--- src/rtl/systolic_skew_feeder_if.sv ---
// Operand-feed bus between a controller and the systolic skew feeder.
// Carries buffer writes, the start strobe and the skewed edge streams.
interface systolic_skew_feeder_if #(
    parameter int N  = 4,
    parameter int K  = 4,
    parameter int DW = 32
);
    localparam int IW = $clog2((N > K) ? N : K);

    logic            wr_en;
    logic            wr_sel;
    logic [IW-1:0]   wr_row;
    logic [IW-1:0]   wr_col;
    logic [DW-1:0]   wr_data;
    logic            start;
    logic            busy;
    logic            pe_clr;
    logic [N*DW-1:0] a_out;
    logic [N*DW-1:0] b_out;
    logic            feed_valid;
    logic            done;

    modport master (
        output wr_en, wr_sel, wr_row, wr_col, wr_data, start,
        input  busy, pe_clr, a_out, b_out, feed_valid, done
    );

    modport slave (
        input  wr_en, wr_sel, wr_row, wr_col, wr_data, start,
        output busy, pe_clr, a_out, b_out, feed_valid, done
    );
endinterface

--- src/rtl/systolic_skew_feeder.sv ---
// Buffers A (N x K) and B (K x N) and streams them diagonally skewed into the
// west and north edges of an N x N systolic PE array.

// One edge lane: lane L emits words[step-L] while that index lies in 0..K-1.
module systolic_skew_lane #(
    parameter int K    = 4,
    parameter int DW   = 32,
    parameter int SW   = 3,
    parameter int LANE = 0
) (
    input  logic                  clk,
    input  logic                  reset,
    input  logic                  load,
    input  logic [SW-1:0]         step,
    input  logic [K-1:0][DW-1:0]  words,
    output logic [DW-1:0]         q
);
    logic [DW-1:0] sel;

    always_comb begin
        sel = '0;
        for (int k = 0; k < K; k++)
            if (step == SW'(LANE + k)) sel = words[k];
    end

    always_ff @(posedge clk) begin
        if (reset)     q <= '0;
        else if (load) q <= sel;
        else           q <= '0;
    end
endmodule

module systolic_skew_feeder #(
    parameter int N  = 4,
    parameter int K  = 4,
    parameter int DW = 32
) (
    input logic                    clk,
    input logic                    reset,
    systolic_skew_feeder_if.slave  bus
);
    localparam int IW = $clog2((N > K) ? N : K);
    localparam int SW = $clog2(K + N);
    localparam logic [SW-1:0] FEED_LAST  = SW'(K + N - 2);
    localparam logic [SW-1:0] DRAIN_LAST = SW'(N - 1);

    typedef enum logic [2:0] {S_IDLE, S_CLEAR, S_FEED, S_DRAIN, S_DONE} state_t;

    state_t                        state;
    logic [SW-1:0]                 cnt;
    // A stored by row, B stored by column, so each lane sees one packed vector
    logic [N-1:0][K-1:0][DW-1:0]   a_buf;
    logic [N-1:0][K-1:0][DW-1:0]   b_buf;
    logic [N-1:0][DW-1:0]          a_q;
    logic [N-1:0][DW-1:0]          b_q;
    logic                          feed_ld;
    logic [SW-1:0]                 feed_s;
    logic                          wr_ok;

    assign wr_ok = (state == S_IDLE) && bus.wr_en;

    // Buffers deliberately survive reset so a run can be repeated without reloading
    always_ff @(posedge clk) begin
        if (wr_ok) begin
            for (int i = 0; i < N; i++)
                for (int k = 0; k < K; k++) begin
                    if (!bus.wr_sel && bus.wr_row == IW'(i) && bus.wr_col == IW'(k))
                        a_buf[i][k] <= bus.wr_data;
                    if (bus.wr_sel && bus.wr_row == IW'(k) && bus.wr_col == IW'(i))
                        b_buf[i][k] <= bus.wr_data;
                end
        end
    end

    // Lanes register the step the FSM is about to enter, so streams align with FEED
    always_comb begin
        feed_ld = (state == S_CLEAR) || (state == S_FEED && cnt != FEED_LAST);
        feed_s  = (state == S_FEED) ? cnt + 1'b1 : '0;
    end

    for (genvar g = 0; g < N; g++) begin : g_lane
        systolic_skew_lane #(.K(K), .DW(DW), .SW(SW), .LANE(g)) u_a (
            .clk(clk), .reset(reset), .load(feed_ld), .step(feed_s),
            .words(a_buf[g]), .q(a_q[g])
        );
        systolic_skew_lane #(.K(K), .DW(DW), .SW(SW), .LANE(g)) u_b (
            .clk(clk), .reset(reset), .load(feed_ld), .step(feed_s),
            .words(b_buf[g]), .q(b_q[g])
        );
    end

    assign bus.a_out = a_q;
    assign bus.b_out = b_q;

    always_ff @(posedge clk) begin
        if (reset) begin
            state          <= S_IDLE;
            cnt            <= '0;
            bus.busy       <= 1'b0;
            bus.pe_clr     <= 1'b0;
            bus.feed_valid <= 1'b0;
            bus.done       <= 1'b0;
        end else begin
            case (state)
                S_IDLE: if (bus.start) begin
                    state      <= S_CLEAR;
                    bus.busy   <= 1'b1;
                    bus.pe_clr <= 1'b1;
                end
                S_CLEAR: begin
                    state          <= S_FEED;
                    cnt            <= '0;
                    bus.pe_clr     <= 1'b0;
                    bus.feed_valid <= 1'b1;
                end
                S_FEED: begin
                    if (cnt == FEED_LAST) begin
                        state          <= S_DRAIN;
                        cnt            <= '0;
                        bus.feed_valid <= 1'b0;
                    end else begin
                        cnt <= cnt + 1'b1;
                    end
                end
                S_DRAIN: begin
                    if (cnt == DRAIN_LAST) begin
                        state    <= S_DONE;
                        bus.busy <= 1'b0;
                        bus.done <= 1'b1;
                    end else begin
                        cnt <= cnt + 1'b1;
                    end
                end
                S_DONE: begin
                    state    <= S_IDLE;
                    bus.done <= 1'b0;
                end
                default: state <= S_IDLE;
            endcase
        end
    end
endmodule
--- src/flat_wrapper.sv ---
// flat-port wrapper written by rule: the top's interface ports become plain ports
module systolic_skew_feeder_flat 
#(
    parameter int N  = 4,
    parameter int K  = 4,
    parameter int DW = 32
)
  (clk, reset, bus_wr_en, bus_wr_sel, bus_wr_row, bus_wr_col, bus_wr_data, bus_start, bus_busy, bus_pe_clr, bus_a_out, bus_b_out, bus_feed_valid, bus_done);
  systolic_skew_feeder_if #(.N(N), .K(K), .DW(DW)) bus_i ();
  input logic clk;
  input logic reset;
  input wire logic [$bits(bus_i.wr_en)-1:0] bus_wr_en;
  input wire logic [$bits(bus_i.wr_sel)-1:0] bus_wr_sel;
  input wire logic [$bits(bus_i.wr_row)-1:0] bus_wr_row;
  input wire logic [$bits(bus_i.wr_col)-1:0] bus_wr_col;
  input wire logic [$bits(bus_i.wr_data)-1:0] bus_wr_data;
  input wire logic [$bits(bus_i.start)-1:0] bus_start;
  output wire logic [$bits(bus_i.busy)-1:0] bus_busy;
  output wire logic [$bits(bus_i.pe_clr)-1:0] bus_pe_clr;
  output wire logic [$bits(bus_i.a_out)-1:0] bus_a_out;
  output wire logic [$bits(bus_i.b_out)-1:0] bus_b_out;
  output wire logic [$bits(bus_i.feed_valid)-1:0] bus_feed_valid;
  output wire logic [$bits(bus_i.done)-1:0] bus_done;
  assign bus_i.wr_en = bus_wr_en;
  assign bus_i.wr_sel = bus_wr_sel;
  assign bus_i.wr_row = bus_wr_row;
  assign bus_i.wr_col = bus_wr_col;
  assign bus_i.wr_data = bus_wr_data;
  assign bus_i.start = bus_start;
  assign bus_busy = bus_i.busy;
  assign bus_pe_clr = bus_i.pe_clr;
  assign bus_a_out = bus_i.a_out;
  assign bus_b_out = bus_i.b_out;
  assign bus_feed_valid = bus_i.feed_valid;
  assign bus_done = bus_i.done;
  systolic_skew_feeder #(.N(N), .K(K), .DW(DW)) u_core (.clk(clk), .reset(reset), .bus(bus_i));
endmodule
--- config.mk ---
export PLATFORM = sky130hd
export DESIGN_NAME = systolic_skew_feeder_flat
export DESIGN_NICKNAME = d
export VERILOG_FILES = /design/src/rtl/systolic_skew_feeder_if.sv /design/src/rtl/systolic_skew_feeder.sv /design/src/flat_wrapper.sv
export SDC_FILE = /design/constraint.sdc
export NUM_CORES = 1
export LEC_CHECK = 0
export ABC_AREA = 1
export ABC_CLOCK_PERIOD_IN_PS = 5200
export CORE_ASPECT_RATIO = 1.75
export CORE_MARGIN = 2
export CORE_UTILIZATION = 48
export DETAILED_ROUTE_END_ITERATION = 8
export GPL_TIMING_DRIVEN = 0
export PLACE_DENSITY_LB_ADDON = 0.12
export RECOVER_POWER = 25
export SYNTH_ARGS = -nofsm -noshare
export SYNTH_HDL_FRONTEND = slang
export SYNTH_SLANG_ARGS = --single-unit
--- constraint.sdc ---
create_clock -name clk -period 5.2 [get_ports clk]
set_input_delay 1.04 -clock clk [delete_from_list [all_inputs] [get_ports clk]]
set_output_delay 1.04 -clock clk [all_outputs]
set_load 0.01 [all_outputs]
* Yosys cells after proc, flatten, opt, wreduce, memory -nomap -nowiden
Index checks and enable logic that the tools add are counted.
** Word-level totals
- Flip-flop bits (word level) :: 1290
- Bits of input ports :: 41
- Logic and storage cells :: 211
** Cells by class
- $add $sub $neg :: 1
- Eq/ne operators :: 23
- Mux-type cells :: 48
- Bitwise logic cells :: 1
- Reduce and logical (&&, ||, !) cells :: 92
** Operators with widths (count)
- two-way mux 32 bit :: 32
- AND reduction 2 bit :: 36
- logical AND 1 bit :: 42
- two-way mux 3 bit :: 6
- equality test 3 x 2 -> 1 bit, second input constant :: 5
- equality test 3 bit, second input constant :: 5
- one-hot mux 3 bit (4 select lines) :: 1
- one-hot mux 3 bit (3 select lines) :: 1
- equality test 2 bit, second input constant :: 4
- one-hot mux 1 bit (2 select lines) :: 4
- nonzero test 2 bit :: 4
- equality test 3 x 1 -> 1 bit, second input constant :: 2
- zero test 3 bit :: 2
- != test 2 bit, second input constant :: 3
- AND reduction 3 bit :: 2
- equality test 2 x 1 -> 1 bit, second input constant :: 2
- zero test 2 bit :: 2
- two-way mux 1 bit :: 4
- adder 3 x 1 -> 3 bit, second input constant :: 1
- != test 3 bit, second input constant :: 1
- nonzero test 3 bit :: 1
- != test 2 x 1 -> 1 bit, second input constant :: 1
- OR reduction 2 bit :: 1
- zero test 1 bit :: 1
- other kinds (2) :: 2

* Longest topological paths before layout
- Depth in word-level cells :: 7
- Depth in mapped cells :: 13

* Hierarchy
A second synthesis with hierarchy kept.
** Unflattened totals
- Cell total of the unflattened synthesis :: 3901
- Area total of the unflattened synthesis :: 48647.9 sq um
** Modules (own cells, without submodules)
- systolic_skew_feeder :: times used 1, cells an instance 1143, area each 31473.9 sq um, seq. area each 30949.7 sq um
- systolic_skew_lane at u_core.g_lane[1].u_a ... :: times used 2, cells an instance 388, area each 2388.5 sq um, seq. area each 640.6 sq um
- systolic_skew_lane at u_core.g_lane[2].u_a ... :: times used 2, cells an instance 328, area each 2104.5 sq um, seq. area each 640.6 sq um
- systolic_skew_lane at u_core.g_lane[3].u_a ... :: times used 2, cells an instance 335, area each 2072.0 sq um, seq. area each 640.6 sq um
- systolic_skew_lane at u_core.g_lane[0].u_a ... :: times used 2, cells an instance 328, area each 2021.9 sq um, seq. area each 640.6 sq um

* Worst setup path after synthesis
Ideal clock, no wire load.
- Path type :: input-to-reg
- Start :: in bus_wr_en
- End :: reg u_core.a_buf[0] (netlist bit) (enable)
- Library setup time :: 421 ps
- Arrival :: 2865 ps
- Data required time :: 4779 ps
- Slack :: 1913 ps
- Stages on the path :: 4
- Buffers on the path :: 0
- Cells stage by stage :: inv_1 -> nor2_1 -> nand3_1 -> nor2_1
** On the way
- Longest elaborated chain between the ends :: 2
** RTL lines
- start, declared :: line flat_wrapper.sv:12 : input wire logic [$bits(bus_i.wr_en)-1:0] bus_wr_en;
- logical AND 1 bit :: line systolic_skew_feeder.sv:60 : assign wr_ok = (state == S_IDLE) && bus.wr_en;
- AND reduction 2 bit (no source line)
- end signal, assigned by index :: line systolic_skew_feeder.sv:68 : a_buf[i][k] <= bus.wr_data;
- end, declared :: line systolic_skew_feeder.sv:52 : logic [N-1:0][K-1:0][DW-1:0] a_buf;
Every way passes these cells.
A chain may end at the register's enable or synchronous reset.

* Worst setup path in the final report
- Start :: reg u_core.cnt[0]
- End :: reg u_core.g_lane[3].u_b.q[28]
** On the way
- Longest elaborated chain between the ends :: 7
- Elaborated cells on any way between the ends :: 15
** RTL lines
- start, declared :: line systolic_skew_feeder.sv:50 : logic [SW-1:0] cnt;
- start signal, assigned :: line systolic_skew_feeder.sv:122 : cnt <= cnt + 1'b1;
- start signal, assigned :: line systolic_skew_feeder.sv:131 : cnt <= cnt + 1'b1;
- adder 3 x 1 -> 3 bit :: line systolic_skew_feeder.sv:78 : feed_s = (state == S_FEED) ? cnt + 1'b1 : '0;
- two-way mux 3 bit :: line systolic_skew_feeder.sv:78
- equality test 3 x 2 -> 1 bit :: line systolic_skew_feeder.sv:23 : if (step == SW'(LANE + k)) sel = words[k];
- two-way mux 32 bit (4 in series) :: line systolic_skew_feeder.sv:23
- end signal, assigned :: line systolic_skew_feeder.sv:28 : else if (load) q <= sel;
- end, declared :: line systolic_skew_feeder.sv:16 : output logic [DW-1:0] q
Parallel ways exist; a longest one is shown, timed or not.

==> summary.txt <==
Run status
  • Outcome: finished, violations left
  • Failing checks: max-capacitance violations, max-slew violations

STA
  • Final slew viol count: 526
  • Worst Tran Pin Value: 2486 ps
  • Final Cycle Share: 0.7847
  • Final Hold Viols: 0
  • Fmax achieved: 245.1 MHz
  • Final setup TNS: 0 ps
  • Clock skew after layout: 23.27 ps
  • # setup viols final: 0
  • Final setup margin: 1119 ps
  • RSZ-0062 raised after global routing: no
  • Max transition margin: -0.6572
  • Period minus WS final: 4081 ps

Die
  • Die Ht: 417.9 um
  • Die width: 240.5 um
  • Die Footprint: 100500 sq um
  • Row count: 151
  • Area of the core: 96920 sq um
  • I/O pins: 301
  • Initial core utilization: 0.4847

Clock network
  • PostCTS Resize Cnt: 0
  • Post-CTS Setup Inserts: 0
  • CTS max path bufs: 3
  • Sink Count: 1290
  • Hold_buf cts: 0
  • Htree depth: 3
  • Reg clk slew, reported paths: 70 ps
  • Clk_lat worst skew: 740 ps
  • TritonCTS Buffers: 111
  • Root buf cell: clkbuf_16
  • CTS tree: yes

Setup path
  • Crit Path Class: reg -> reg
  • CP Data Arrival Time: 4680 ps
  • Endpoint class of the critical path: register
  • CP required: 5800 ps
  • Critical path fanouts, max: 10
  • Setup crit start kind: register

Routing
  • Residual DRC count: 0
  • Routed Antenna Nets: 0
  • DR WL/cell: 23.57 um
  • Final WL: 131600 um
  • Via/cell ratio: 5.346
  • DRT iter0 DRCs: 2421
  • Initial DRT Pass Iterations: 5
  • DR vias: 29840

Synthesis
  • Net count after synthesis: 3752
  • Synth top area cells: edfxtp_1 (65%), dfxtp_1 (11%), nand3_1 (5.6%)
  • Yosys reg bits: 1290
  • Mapped Area: 46980 sq um
  • Mean post-synth cell area: 12.67 sq um
  • Dominant cell type by area after synthesis: edfxtp_1
  • Share of the synthesized area in the top cell type: 0.6545
  • Gate Count Post-Synth: 3708
  • Part of the Yosys area used for sequential elements: 0.7678
  • Ys Warns: 0
  • Netlist cell types: 23

Global routing
  • Largest net degree at the start of global routing: 33
  • Global route overflow: 0
  • Most crowded layer after global routing: met2
  • M2 GR Usage: 0.4568
  • GR Layer Usage met3: 0.03748
  • Routing usage on met1: 0.3236
  • Initial antenna violation count: 10
  • GRT Util Overall: 0.2633
  • Vias in the first global route: 29530
  • First-pass GRT wire length: 190400 um

Power
  • Leakage: 20.82 nW
  • Worst vdd ir: 0.0003111 V
  • PwrDens: 384.2 nW/um^2

Final layout
  • # fillers: 7770
  • Area Overhead vs Synth: 20.01%
  • Nets: 4219
  • Share of layout cells above drive strength 1: 0.09897

Placed design
  • Buffers on Ports: 299
  • Placer congestion estimate: 0.8239
  • Post-Place Setup Slack: 1252 ps
  • Detailed Place HPWL: 87090 um

Flow run
  • Max cap viols: 18

Worst hold path
  • Hold WC Path Type: reg -> reg
## cell type report
| type | instances | area (sq um) | area share |
|---|---|---|---|
| sequential | 1290 | 36070 | 0.6398 |
| multi-input combinational | 2023 | 9457 | 0.1677 |
| inverter | 150 | 563.0 | 0.009986 |
| antenna | 8 | 20.02 | 0.0003551 |
| timing repair buffer | 354 | 3674 | 0.06515 |
| tap | 1300 | 1627 | 0.02885 |
| buffer | 245 | 1129 | 0.02002 |
| clock buffer | 146 | 3269 | 0.05799 |
| clock inverter | 66 | 569.3 | 0.01010 |
## cell usage after synthesis
cell and number:
a21oi_1 8, buf_1 22, buf_2 124, buf_4 14, clkbuf_1 84, clkbuf_2 1
dfxtp_1 266, edfxtp_1 1024, ha_1 3, inv_1 146, inv_2 4, nand2_1 663
nand3_1 530, nand3_4 1, nand4_1 2, nor2_1 423, nor2_2 5, nor2_4 1
nor3_1 128, o2111ai_1 64, o211ai_1 64, o21ai_0 79, o21ai_1 52
## registers in the layout (all words and copies together), names as in the netlist
signal                 count
u_core.bus.feed_valid      1
u_core.bus.done            1
u_core.bus.busy            1
u_core.b_buf             512
u_core.state               3
u_core.a_buf             512
u_core.g_lane.u_b.q      128
u_core.cnt                 3
u_core.g_lane.u_a.q      128
u_core.bus.pe_clr          1
## metrics by stage
step	area (sq um)	std cells	util	total power, mW	hold slack (ps)
floorplan	46980	3708	-	12.41	458.6
global placement	51600	5307	0.5324	13.24	478.6
detailed placement	52840	5362	0.5452	13.30	486.2
CTS	56680	5574	0.5848	21.81	495.7
global route	56370	5577	0.5816	22.33	519.2
finish	56380	5582	0.5817	21.66	496.3
## critical path, stage by stage (launching register included)
cell and delay, ps:
dfxtp_1 340, inv_2 270, clkbuf_1 620, clkbuf_1 480, ha_1 360, inv_1 190
nand3_4 120, nor2_2 160, buf_2 460, buf_2 380, nand2_1 110, nand2_1 80
nor2_1 40, nor2_1 290
## cells by family (layout without fill, tap and decap cells)
group,Yosys count,after routing,share of synthesized area
other cells,0,8,0
simple gates,1753,1753,0.1584
fa+ha+maj,3,3,0.0007990
buf+inv,395,961,0.03601
compound gates,267,267,0.03696
flops,1290,1290,0.7678
## cell usage in the layout (no fill, tap or decap), types with 14 or more instances in the layout
| master | instances |
|---|---|
| clkinv_2 | 26 |
| clkbuf_1 | 133 |
| nand3_1 | 530 |
| buf_1 | 22 |
| clkbuf_16 | 123 |
| inv_1 | 146 |
| nor2_1 | 391 |
| o2111ai_1 | 64 |
| o211ai_1 | 64 |
| o21ai_0 | 79 |
| buf_12 | 30 |
| buf_2 | 135 |
| edfxtp_1 | 1024 |
| nand2_1 | 663 |
| nor3_1 | 128 |
| dfxtp_1 | 266 |
| buf_4 | 14 |
| clkdlybuf4s50_1 | 268 |
| o21ai_1 | 52 |
| nor2_4 | 33 |
## path summary, 6_finish.rpt
| kind | start | endpoint | slack, ps | depth (start not counted) |
|---|---|---|---|---|
| setup / recovery | u_core.cnt[0]$_SDFFE_PP0P_ | u_core.g_lane[3].u_b.q[28]$_SDFF_PP0_ | 1120 | 13 |
| hold / removal | u_core.cnt[1]$_SDFFE_PP0P_ | u_core.cnt[1]$_SDFFE_PP0P_ | 500 | 2 |
| setup reg to reg | u_core.cnt[0]$_SDFFE_PP0P_ | u_core.g_lane[3].u_b.q[28]$_SDFF_PP0_ | 1120 | 13 |
| hold reg to reg | u_core.cnt[1]$_SDFFE_PP0P_ | u_core.cnt[1]$_SDFFE_PP0P_ | 500 | 2 |
## report_power, final
| group | internal (mW) | leakage [nW] | switching, mW |
|---|---|---|---|
| Clock | 4.77 | 1.89 | 3.83 |
| Combinational | 0.489 | 7.56 | 1.25 |
| Sequential | 11.3 | 11.4 | 0.0447 |
## per-layer routing
layer,wire length (um),vias up
li1,-,14000
met1,50560,14480
met2,67090,1115
met3,8015,246
met4,5918,2
met5,9,-
Power figures use the tool's default switching activity.
